<file path="src/rtl/pipe_ctrl_pkg.sv">
// Shared types and helpers for the pipeline hazard controller.
// Destinations are stored at a fixed maximum width so the entry type stays unparameterised.
package pipe_ctrl_pkg;

  localparam int unsigned MAX_REG_AW  = 8;
  localparam int unsigned FWD_REGFILE = 0;

  // One in-flight instruction as seen by the shadow scoreboard
  typedef struct packed {
    logic                  valid;
    logic [MAX_REG_AW-1:0] dest;
    logic                  wb_en;
    logic                  mem_r_en;
  } sb_entry_t;

  // Select width: 0 = register file, k+1 = tracked stage k
  function automatic int unsigned sel_width(input int unsigned stages);
    return $clog2(stages + 1);
  endfunction

endpackage

</file>
<file path="src/rtl/pipe_hazard_ctrl_sat_counter.sv">
// Saturating up-counter: increments on inc, sticks at all-ones.
module sat_counter #(
  parameter int unsigned W = 16
) (
  input  logic         clk,
  input  logic         rst,
  input  logic         inc,
  output logic [W-1:0] q
);

  always_ff @(posedge clk) begin
    if (rst) begin
      q <= '0;
    end else if (inc && (q != '1)) begin
      q <= q + W'(1);
    end
  end

endmodule

</file>
<file path="src/rtl/pipe_hazard_ctrl.sv">
// Hazard controller beside ID: shadow scoreboard, stall/bubble/flush and forwarding selects.
// Define PIPE_FORWARDING_EN to stall only on load-use and drive the forwarding selects.
module pipe_hazard_ctrl
  import pipe_ctrl_pkg::*;
#(
  parameter int unsigned REG_AW = 4,
  parameter int unsigned STAGES = 2,
  parameter int unsigned CNT_W  = 16
) (
  input  logic                           clk,
  input  logic                           rst,
  input  logic                           id_valid,
  input  logic [REG_AW-1:0]              id_src1,
  input  logic [REG_AW-1:0]              id_src2,
  input  logic                           id_two_src,
  input  logic [REG_AW-1:0]              id_dest,
  input  logic                           id_wb_en,
  input  logic                           id_mem_r_en,
  input  logic                           exe_br_taken,
  output logic                           freeze,
  output logic                           bubble,
  output logic                           flush_if,
  output logic [sel_width(STAGES)-1:0]   fwd_sel1,
  output logic [sel_width(STAGES)-1:0]   fwd_sel2,
  output logic [CNT_W-1:0]               stall_cnt,
  output logic [CNT_W-1:0]               flush_cnt
);

  localparam int unsigned SEL_W = sel_width(STAGES);

  sb_entry_t          sb_q [STAGES];
  logic [STAGES-1:0]  m1_c;
  logic [STAGES-1:0]  m2_c;
  logic               hazard_c;
  logic [SEL_W-1:0]   sel1_c;
  logic [SEL_W-1:0]   sel2_c;
  sb_entry_t          id_entry_c;

  // Per-stage source matches against the registered scoreboard
  always_comb begin
    m1_c = '0;
    m2_c = '0;
    for (int unsigned k = 0; k < STAGES; k++) begin
      m1_c[k] = id_valid && sb_q[k].valid && sb_q[k].wb_en &&
                (sb_q[k].dest == MAX_REG_AW'(id_src1));
      m2_c[k] = id_valid && id_two_src && sb_q[k].valid && sb_q[k].wb_en &&
                (sb_q[k].dest == MAX_REG_AW'(id_src2));
    end
  end

`ifdef PIPE_FORWARDING_EN
  // Only a load in EXE cannot be forwarded; youngest matching producer wins
  always_comb begin
    hazard_c = (m1_c[0] || m2_c[0]) && sb_q[0].mem_r_en;
    sel1_c   = SEL_W'(FWD_REGFILE);
    sel2_c   = SEL_W'(FWD_REGFILE);
    for (int k = int'(STAGES) - 1; k >= 0; k--) begin
      if (m1_c[k]) sel1_c = SEL_W'(k + 1);
      if (m2_c[k]) sel2_c = SEL_W'(k + 1);
    end
  end
`else
  always_comb begin
    hazard_c = (|m1_c) || (|m2_c);
    sel1_c   = SEL_W'(FWD_REGFILE);
    sel2_c   = SEL_W'(FWD_REGFILE);
  end
`endif

  // A taken branch kills the ID instruction, so it overrides any stall
  always_comb begin
    freeze   = 1'b0;
    bubble   = 1'b0;
    flush_if = 1'b0;
    fwd_sel1 = SEL_W'(FWD_REGFILE);
    fwd_sel2 = SEL_W'(FWD_REGFILE);
    if (!rst) begin
      freeze   = hazard_c && !exe_br_taken;
      bubble   = hazard_c || exe_br_taken;
      flush_if = exe_br_taken;
      fwd_sel1 = sel1_c;
      fwd_sel2 = sel2_c;
    end
  end

  always_comb begin
    id_entry_c          = '0;
    id_entry_c.valid    = id_valid && !bubble;
    id_entry_c.dest     = MAX_REG_AW'(id_dest);
    id_entry_c.wb_en    = id_wb_en;
    id_entry_c.mem_r_en = id_mem_r_en;
    if (!id_entry_c.valid) id_entry_c = '0;
  end

  // Downstream never stalls, so the scoreboard shifts every cycle
  always_ff @(posedge clk) begin
    if (rst) begin
      for (int unsigned k = 0; k < STAGES; k++) sb_q[k] <= '0;
    end else begin
      sb_q[0] <= id_entry_c;
      for (int unsigned k = 1; k < STAGES; k++) sb_q[k] <= sb_q[k-1];
    end
  end

  sat_counter #(.W(CNT_W)) u_stall_cnt (
    .clk (clk),
    .rst (rst),
    .inc (freeze),
    .q   (stall_cnt)
  );

  sat_counter #(.W(CNT_W)) u_flush_cnt (
    .clk (clk),
    .rst (rst),
    .inc (exe_br_taken),
    .q   (flush_cnt)
  );

endmodule

</file>
<file path="config.mk">
export PLATFORM = sky130hd
export DESIGN_NAME = pipe_hazard_ctrl
export DESIGN_NICKNAME = d
export VERILOG_FILES = /design/src/rtl/pipe_ctrl_pkg.sv /design/src/rtl/pipe_hazard_ctrl_sat_counter.sv /design/src/rtl/pipe_hazard_ctrl.sv
export SDC_FILE = /design/constraint.sdc
export NUM_CORES = 1
export LEC_CHECK = 0
export CAP_MARGIN = 5
export CORE_UTILIZATION = 25
export DETAILED_ROUTE_END_ITERATION = 7
export SLEW_MARGIN = 30
export SYNTH_ARGS = -nofsm -noshare
export SYNTH_HDL_FRONTEND = slang
export SYNTH_SLANG_ARGS = --single-unit
</file>
<file path="constraint.sdc">
create_clock -name clk -period 2.4 [get_ports clk]
set_input_delay 0.24 -clock clk [delete_from_list [all_inputs] [get_ports clk]]
set_output_delay 0.24 -clock clk [all_outputs]
set_load 0.01 [all_outputs]
</file>
# [Yosys cells after proc, flatten, opt, wreduce, memory -nomap -nowiden]
# Memories as Yosys holds them, arrays and structs flattened.
# Index checks and enable logic that the tools add are counted.
[word_totals] reg_bits=32 inputBits=19 n_memories=1 mem_bits_rw=22 word_cells=45
[op_classes] n_mux=9 n_reduce_logical=23 eq_ne=6 bitwise=2 add_sub_neg=2
[memory_table] name="sb_q" depth=2 width=11 read_ports=2 rd_clocked_by_memory_dff=0 wr=2 line_no="pipe_hazard_ctrl.sv:31" source="sb_entry_t sb_q [STAGES];"
[op_table] cell="$mux 11" n=3
[op_table] cell="$add 16x1->16 const B" n=2
[op_table] cell="$eq 8x4->1" n=4
[op_table] cell="$ne 16x16->1 const B" n=2
[op_table] cell="$logic_and 1x1->1" n=17
[op_table] cell="$mux 1" n=6
[op_table] cell="$reduce_or 2->1" n=2
[op_table] cell="$logic_not 1->1" n=2
[op_table] cell="$logic_or 1x1->1" n=2
[op_table] cell="$or 1x1->1" n=2

# [Logic depth before layout (Yosys ltp)]
# Gate-level depths: netlist of the first run.
[logic_depth] word_depth=12 depth_mapped=8 mapped_depth_nobuf=7

# [Modules after synthesis]
# From an unflattened synthesis of the first run, not the netlist that was laid out.
[unflattened] hier_cells=266 hier_area_um2=2328.5
[modules_own_cells] mod="sat_counter" seq_area_each_um2=320.3 area_each_um2=848.3 n_inst=2 cells_per_inst=99
[modules_own_cells] mod="pipe_hazard_ctrl" seq_area_each_um2=240.2 area_each_um2=631.9 n_inst=1 cells_per_inst=68

# [Worst setup path after synthesis of the first run]
# OpenSTA, ideal clock, no wires.
[synth_path] kind="register to register" start="register u_stall_cnt.q[3]" end="register u_stall_cnt.q[15]" setup_ns=0.071 required_time_ns=2.329 path_stages_with_launch=7 arrival_time_ns=1.988 slack_ns=0.341 cell_sequence="dfxtp_1 and4_4 nand3_2 or4b_1 buf_2 or4_1 a21oi_1"
[synth_via] elab_chain_len=2 elab_cells_between_ends=3 cone_classes="add/sub (1); eq/ne (1); reduce/logical (1)"
[synth_rtl] element="from (decl)" line_no="pipe_hazard_ctrl_sat_counter.sv:8" source="output logic [W-1:0] q"
[synth_rtl] element="from (signal assigned)" line_no="pipe_hazard_ctrl_sat_counter.sv:15" source="q <= q + W'(1);"
[synth_rtl] element="parallel branches: the longest is 2 deep, another holds $add 16x1->16"
# Parallel ways; which one is timed is not known.
# A chain may end at the register's enable or synchronous reset.

# [Worst setup path in the final report of the first run]
# Ends and elaborated chain as after synthesis.

==> metrics.csv, run 1 <==
stage;metric;value;unit
clock_network;Worst-path clk slew;0.08;ns
placement;post-place setup slack;-0.110;ns
floorplanning;area of the core;8260;um^2
synthesis;Synth Register Bits;44;
worst_setup_path;CP Launch Type;register;
timing;RSZ-0062 raised after global routing;false;
synthesis;Syn Std Cell Area;2150;um^2
worst_setup_path;data required time at the worst endpoint;2.62;ns
detailed_routing;drt total wl;5110;um
detailed_routing;Iteration-0 DRC Markers;41;
synthesis;post-synthesis cell type count;43;
detailed_routing;Vias/cell;4.78;
pwr;power density over the cells;453;nW/um^2
worst_setup_path;delay-heaviest family, CP;simple AND/OR/NAND/NOR gates;
synthesis;ys flop type;dfxtp_1;
synthesis;cells after synthesis;243;
worst_setup_path;Worst Setup End Kind;register;
floorplanning;chip height;94.8;um
detailed_routing;length of the first detailed-routing pass in iterations;4;
placement;routability congestion estimate;0.815;
global_route;GR Overflow Total;0;
run_status;outcome;finished, final reports clean;
synthesis;Avg Inst Size Synth;8.86;um^2
detailed_routing;Remaining DRCs;0;
worst_setup_path;Crit Path Category;register to register;
global_route;gr usage total;11.8;%
layout;diode count;0;
synthesis;post-synthesis sequential area ratio;40.9;%
layout;# fillers;877;
floorplanning;Cell Rows;33;
layout;fraction of layout cells with a size suffix above 1;9.84;%
run;# Max-Cap Violations;0;
detailed_routing;vias;1958;
timing;Final Max Tran Viols;0;
synthesis;asr flop ratio synth;0;%
clock_network;Worst-Skew Late Latency;0.29;ns
synthesis;yosys warns;0;
floorplanning;width of the die;94.8;um
synthesis;most instantiated cells after synthesis;44 x dfxtp_1, 25 x nor2_1, 15 x xnor2_1, 14 x nand2_1, 14 x xor2_1;
clock_network;clock root cell;clkbuf_8;
timing;max frequency;451;MHz
worst_setup_path;crit-path cells;and4_4 > nand3_2 > or4b_1 > or4_1 > a21oi_1;
pwr;Pwr Total;1.34;mW
clock_network;maximum root-to-sink buffer count;2;
pwr;Pleak;1.03;nW
synthesis;Post-synth EDFFs;0;
global_route;initial antenna violation count;0;
synthesis;main area contributors after synthesis;dfxtp_1 41%, xnor2_1 6.1%, xor2_1 5.7%;
timing;Final setup viols;0;
clock_network;CTS tree;yes;
clock_network;CTS Buf Count;5;
clock_network;# clock sinks;44;
clock_network;H-tree depth;2;
floorplanning;Starting Density;26.1;%
global_route;largest net degree at the start of global routing;23;
worst_setup_path;critical path arrival;2.44;ns
placement;hpwl dp;3840;um
synthesis;post-synth top area cell;dfxtp_1;
worst_hold_path;worst min path class;register to register;
worst_setup_path;crit path max fanout;8;
timing;clock skew;0.00718;ns
synthesis;most common cell in the netlist;dfxtp_1;
pwr;Peak VDD IR;0.157;mV
global_route;vias in the first global route;1802;
timing;hold_ws;0.470;ns
floorplanning;die area;8980;um^2
floorplanning;IO Pins;58;
detailed_routing;Avg WL per Cell;12.5;um
detailed_routing;Final ANT Viol Nets;0;
timing;Final WS setup;0.184;ns
timing;Tmin final;2.22;ns
global_route;global-route wire length before repair;8400;um
synthesis;Synth top area share;40.9;%
worst_setup_path;CP max-delay cell;or4b_1;
timing;Hold Violations, Final;0;
layout;Final nets;325;
placement;port bufs;52;
worst_setup_path;CP peak stage delay;0.67;ns
worst_setup_path;worst path buffer plus inverter count;0;
layout;P&R area growth vs syn;37.4;%
timing;final cycle utilization of the critical path;92.4;%
## timing repair
item / in CTS / in global routing
endpoints found under the hold margin: 0 / 0
endpoints found under the setup margin: 2 / 1
setup buffers: 0 / 0
pin swaps: 1 / 0
hold buffers: 0 / 0
resized for setup: 3 / 2
## cells in the final DEF (no fill, tap or decap), types with 7 or more instances in the layout
cell,Yosys,routed
clkdlybuf4s50_1,0,50
dfxtp_1,44,44
nor2_1,25,25
xnor2_1,15,15
xor2_1,14,14
nand2_1,14,14
nand3_1,12,12
nor2b_1,11,11
buf_4,4,11
nand4_1,10,10
a21oi_1,10,10
or4_1,7,7
## kinds of logic after synthesis
| logic type | Yosys count | share of synthesized area, % |
|---|---|---|
| other | 1 | 0.174 |
| buffers and inverters | 17 | 3.72 |
| and+or+nand+nor | 113 | 29.1 |
| muxes | 6 | 3.08 |
| xor gates and xnor gates | 29 | 11.8 |
| AOI/OAI and AO/OA | 31 | 10.1 |
| adders and majority gates | 2 | 1.16 |
| DFF | 44 | 40.9 |
## flip-flops by register name, summed over array words and instances, names as in the netlist
register	flops
u_flush_cnt.q	16
u_stall_cnt.q	16
sb_q	12
## stage by stage
| step | cells | util (%) | setup TNS (ns) | instance area [um^2] |
|---|---|---|---|---|
| finish | 410 | 35.8 | 0 | 2960 |
| CTS | 410 | 35.7 | 0 | 2950 |
| detailed placement | 402 | 34.5 | -0.884 | 2850 |
| global route | 410 | 35.8 | 0 | 2960 |
| global placement | 402 | 34.5 | -0.463 | 2850 |
| floorplan | 246 | - | 0 | 2160 |
## per-layer routing
metal	track usage, %	routed length [um]
met4	3.66	22
met3	2.98	214
met2	18.6	2330
met5	0	0
met1	15.7	2540
## power breakdown
group / internal [mW] / switching [mW]
clock network: 0.234 / 0.248
logic: 0.0610 / 0.0515
registers: 0.738 / 0.00791
total: 1.03 / 0.307
## cell type report
cell class                      count  area [um^2]  share of cell area (%)
Tap cell                          105          131                    4.44
Sequential cell                    44          881                    29.8
Inverter                            4         15.0                   0.508
Clock buffer                        7         86.3                    2.92
Multi-Input combinational cell    185         1220                    41.3
Timing Repair Buffer               64          616                    20.8
Clock inverter                      1         7.51                   0.254
## worst paths after layout
check	startpoint	to	slack, ns	depth (start not counted)
max	u_stall_cnt.q[3]	u_stall_cnt.q[15]	0.18	5
min	sb_q[0][10]	sb_q[0][21]	0.47	1
max reg2reg	u_stall_cnt.q[3]	u_stall_cnt.q[15]	0.18	5
min reg2reg	sb_q[0][10]	sb_q[0][21]	0.47	1
## worst register-to-register path, stage by stage (launching register included)
cell and delay, ns:
dfxtp_1 0.46, and4_4 0.28, nand3_2 0.09, or4b_1 0.67
or4_1 0.51, a21oi_1 0.14
Power figures use the tool's default switching activity.
==> run 2: changes to the inputs <==
Settings changed: TNS_END_PERCENT set to 50.
==> results of run 2 <==
Final layout, timing and power as in run 1 (identical DEF).
==> run 3: changes to the inputs <==
Settings changed: CTS_BUF_LIST set to sky130_fd_sc_hd__clkbuf_8.
Clock period 2.4 ns to 2.9 ns, I/O delays scaled along.
==> metrics.csv, run 3 (synthesis results as in run 1) <==
stage;metric;value;unit;change
run_status;outcome;finished, final reports clean;;unchanged
timing;clock skew;0.00775;ns;was 0.00718 ns
floorplanning;chip height;94.8;um;unchanged
timing;max frequency;381;MHz;
layout;fraction of layout cells with a size suffix above 1;6.10;%;was 9.84%
pwr;Peak VDD IR;0.206;mV;was 0.157 mV
worst_setup_path;CP startpoint;id_src2[2];;was u_stall_cnt.q[3]
clock_network;post-CTS setup repair buffer count;0;;unchanged
worst_setup_path;r2r endpoint;u_stall_cnt.q[15];;unchanged
timing;setup TNS;0;ns;unchanged
global_route;gr usage total;11.6;%;was 11.8%
pwr;power density over the cells;401;nW/um^2;was 453 nW/um^2
worst_hold_path;WHS Endpoint;sb_q[0][21];;unchanged
pwr;Internal;0.908;mW;was 1.03 mW
clock_network;H-tree depth;2;;unchanged
pwr;Comb pwr share;7.4;%;was 8.4%
worst_setup_path;reg2reg path depth;5;;unchanged
floorplanning;Cell Rows;33;;unchanged
timing;hold_ws;0.463;ns;was 0.470 ns
clock_network;# clock sinks;44;;unchanged
floorplanning;area of the core;8260;um^2;unchanged
pwr;Sw Share;21.6;%;was 22.9%
worst_hold_path;worst min path class;register to register;;unchanged
pwr;share of total power in sequential cells;53.2;%;was 55.6%
detailed_routing;Iteration-0 DRC Markers;47;;was 41
layout;P&R area growth vs syn;34.4;%;was 37.4%
clock_network;maximum root-to-sink buffer count;2;;unchanged
timing;Worst slew margin;59.2;%;
clock_network;CTS tree;yes;;unchanged
worst_setup_path;critical path arrival;2.33;ns;was 2.44 ns
placement;hpwl dp;3620;um;was 3840 um
detailed_routing;drt total wl;4920;um;was 5110 um
timing;Worst Tran Pin Value;0.610;ns;
timing;RSZ-0062 raised after global routing;false;;unchanged
clock_network;CTS Hold Bufs;0;;unchanged
timing;Tmin final;2.62;ns;
placement;port bufs;52;;unchanged
detailed_routing;vias;1916;;was 1958
layout;most frequent cells in the layout;52 x clkdlybuf4s50_1, 44 x dfxtp_1, 25 x nor2_1;;was 50 x clkdlybuf4s50_1, 44 x dfxtp_1, 25 x nor2_1
floorplanning;width of the die;94.8;um;unchanged
floorplanning;Starting Density;26.1;%;unchanged
worst_hold_path;min-delay src;sb_q[0][10];;unchanged
clock_network;Worst-Skew Late Latency;0.29;ns;about the same
detailed_routing;met3 wire len;307;um;was 214 um
detailed_routing;Avg WL per Cell;12.3;um;was 12.5 um
layout;diode count;0;;unchanged
detailed_routing;Top Metal Used;met4;;unchanged
floorplanning;IO Pins;58;;unchanged
pwr;Pleak;0.987;nW;was 1.03 nW
pwr;NetSw;0.250;mW;was 0.307 mW
global_route;initial antenna violation count;0;;unchanged
global_route;global-route wire length before repair;8280;um;was 8400 um
clock_network;# resized after CTS;0;;was 3
global_route;GR Overflow Total;0;;unchanged
floorplanning;die area;8980;um^2;unchanged
timing;final cycle utilization of the critical path;90.5;%;
worst_setup_path;CP Launch Type;input port;;was register
layout;Final nets;315;;was 325
global_route;largest net degree at the start of global routing;42;;was 23
clock_network;Worst-path clk slew;0.08;ns;about the same
global_route;vias in the first global route;1762;;was 1802
detailed_routing;met1 wire length;2410;um;was 2540 um
worst_setup_path;Crit Path Category;input port to primary output;;was register to register
clock_network;clock root cell;clkbuf_8;;unchanged
detailed_routing;Final ANT Viol Nets;0;;unchanged
timing;Hold Violations, Final;0;;unchanged
worst_setup_path;Worst Setup End Kind;primary output;;was register
layout;commonest non-fill, non-tap cell in the layout;clkdlybuf4s50_1;;unchanged
layout;Largest regs;u_flush_cnt.q (16), u_stall_cnt.q (16), sb_q (12);;unchanged
worst_setup_path;crit path max fanout;30;;was 8
detailed_routing;Remaining DRCs;0;;unchanged
detailed_routing;Vias/cell;4.79;;was 4.78
detailed_routing;met2 WL;2140;um;was 2330 um
worst_setup_path;R2R Path Start;u_stall_cnt.q[3];;unchanged
run;# Max-Cap Violations;0;;unchanged
timing;Final Max Tran Viols;0;;unchanged
worst_setup_path;data required time at the worst endpoint;2.61;ns;was 2.62 ns
placement;routability congestion estimate;0.836;;was 0.815
timing;Final setup viols;0;;unchanged
worst_setup_path;Reg2Reg Setup Slack;0.72;ns;was 0.18 ns
detailed_routing;length of the first detailed-routing pass in iterations;4;;unchanged
clock_network;CTS Buf Count;5;;unchanged
worst_hold_path;Min-Delay Path Depth;1;;unchanged
pwr;clock share of power;39.3;%;was 36.0%
==> run 3: area by class of cell <==
cell class              instances  area [um^2]
clock inverters                 3         38.8
clock buffers                   5         68.8
inverters                       4         15.0
well taps                     105          131
repair buffers                 54          548
multi-input cells             185         1210
flip-flops and latches         44          881
fillers                       868         5370
==> run 3: worst max-delay path by stage <==
| stage | cells past startpoint | end | slack (ns) |
|---|---|---|---|
| after floorplan | 6 | u_stall_cnt.q[15] | 0.84 |
| after global placement | 7 | bubble | 0.24 |
| after detailed placement | 7 | bubble | 0.25 |
| after CTS | 7 | bubble | 0.24 |
| after global routing | 7 | bubble | 0.13 |
| final | 7 | bubble | 0.28 |
==> run 3: power by group through the flow <==
stage	sequential, mW	clock [mW]	combinational, mW
2_1_floorplan	0.632	0	0.0426
3_3_place_gp	0.631	0	0.0865
3_5_place_dp	0.631	0	0.0873
4_1_cts	0.617	0.479	0.0878
5_1_grt	0.618	0.502	0.0957
6_report	0.617	0.456	0.0859
==> run 3: critical path, cell delays in order <==
cell and delay, ns:
clkdlybuf4s50_1 0.45, xor2_1 0.16, nor4_1 0.35, a311oi_2 0.17, buf_12 0.19, a21oi_1 0.16, clkdlybuf4s50_1 0.55
==> run 3: per-stage QoR <==
| stage | cells | power (mW) | util, % | worst slack (ns) | instance area [um^2] |
|---|---|---|---|---|---|
| after floorplan | 246 | 0.674 | - | 0.841 | 2160 |
| after global placement | 392 | 0.718 | 33.7 | 0.245 | 2780 |
| after detailed placement | 392 | 0.719 | 33.7 | 0.246 | 2780 |
| after CTS | 400 | 1.18 | 35.0 | 0.244 | 2890 |
| after global routing | 400 | 1.22 | 35.0 | 0.132 | 2890 |
| final | 400 | 1.16 | 35.0 | 0.276 | 2890 |
==> run 3: routing by layer <==
metal  global-route usage, %  up-vias
li1                        -      977
met1                    15.2      880
met2                    18.0       54
met3                    3.30        5
met4                    3.79        0
met5                       0        -
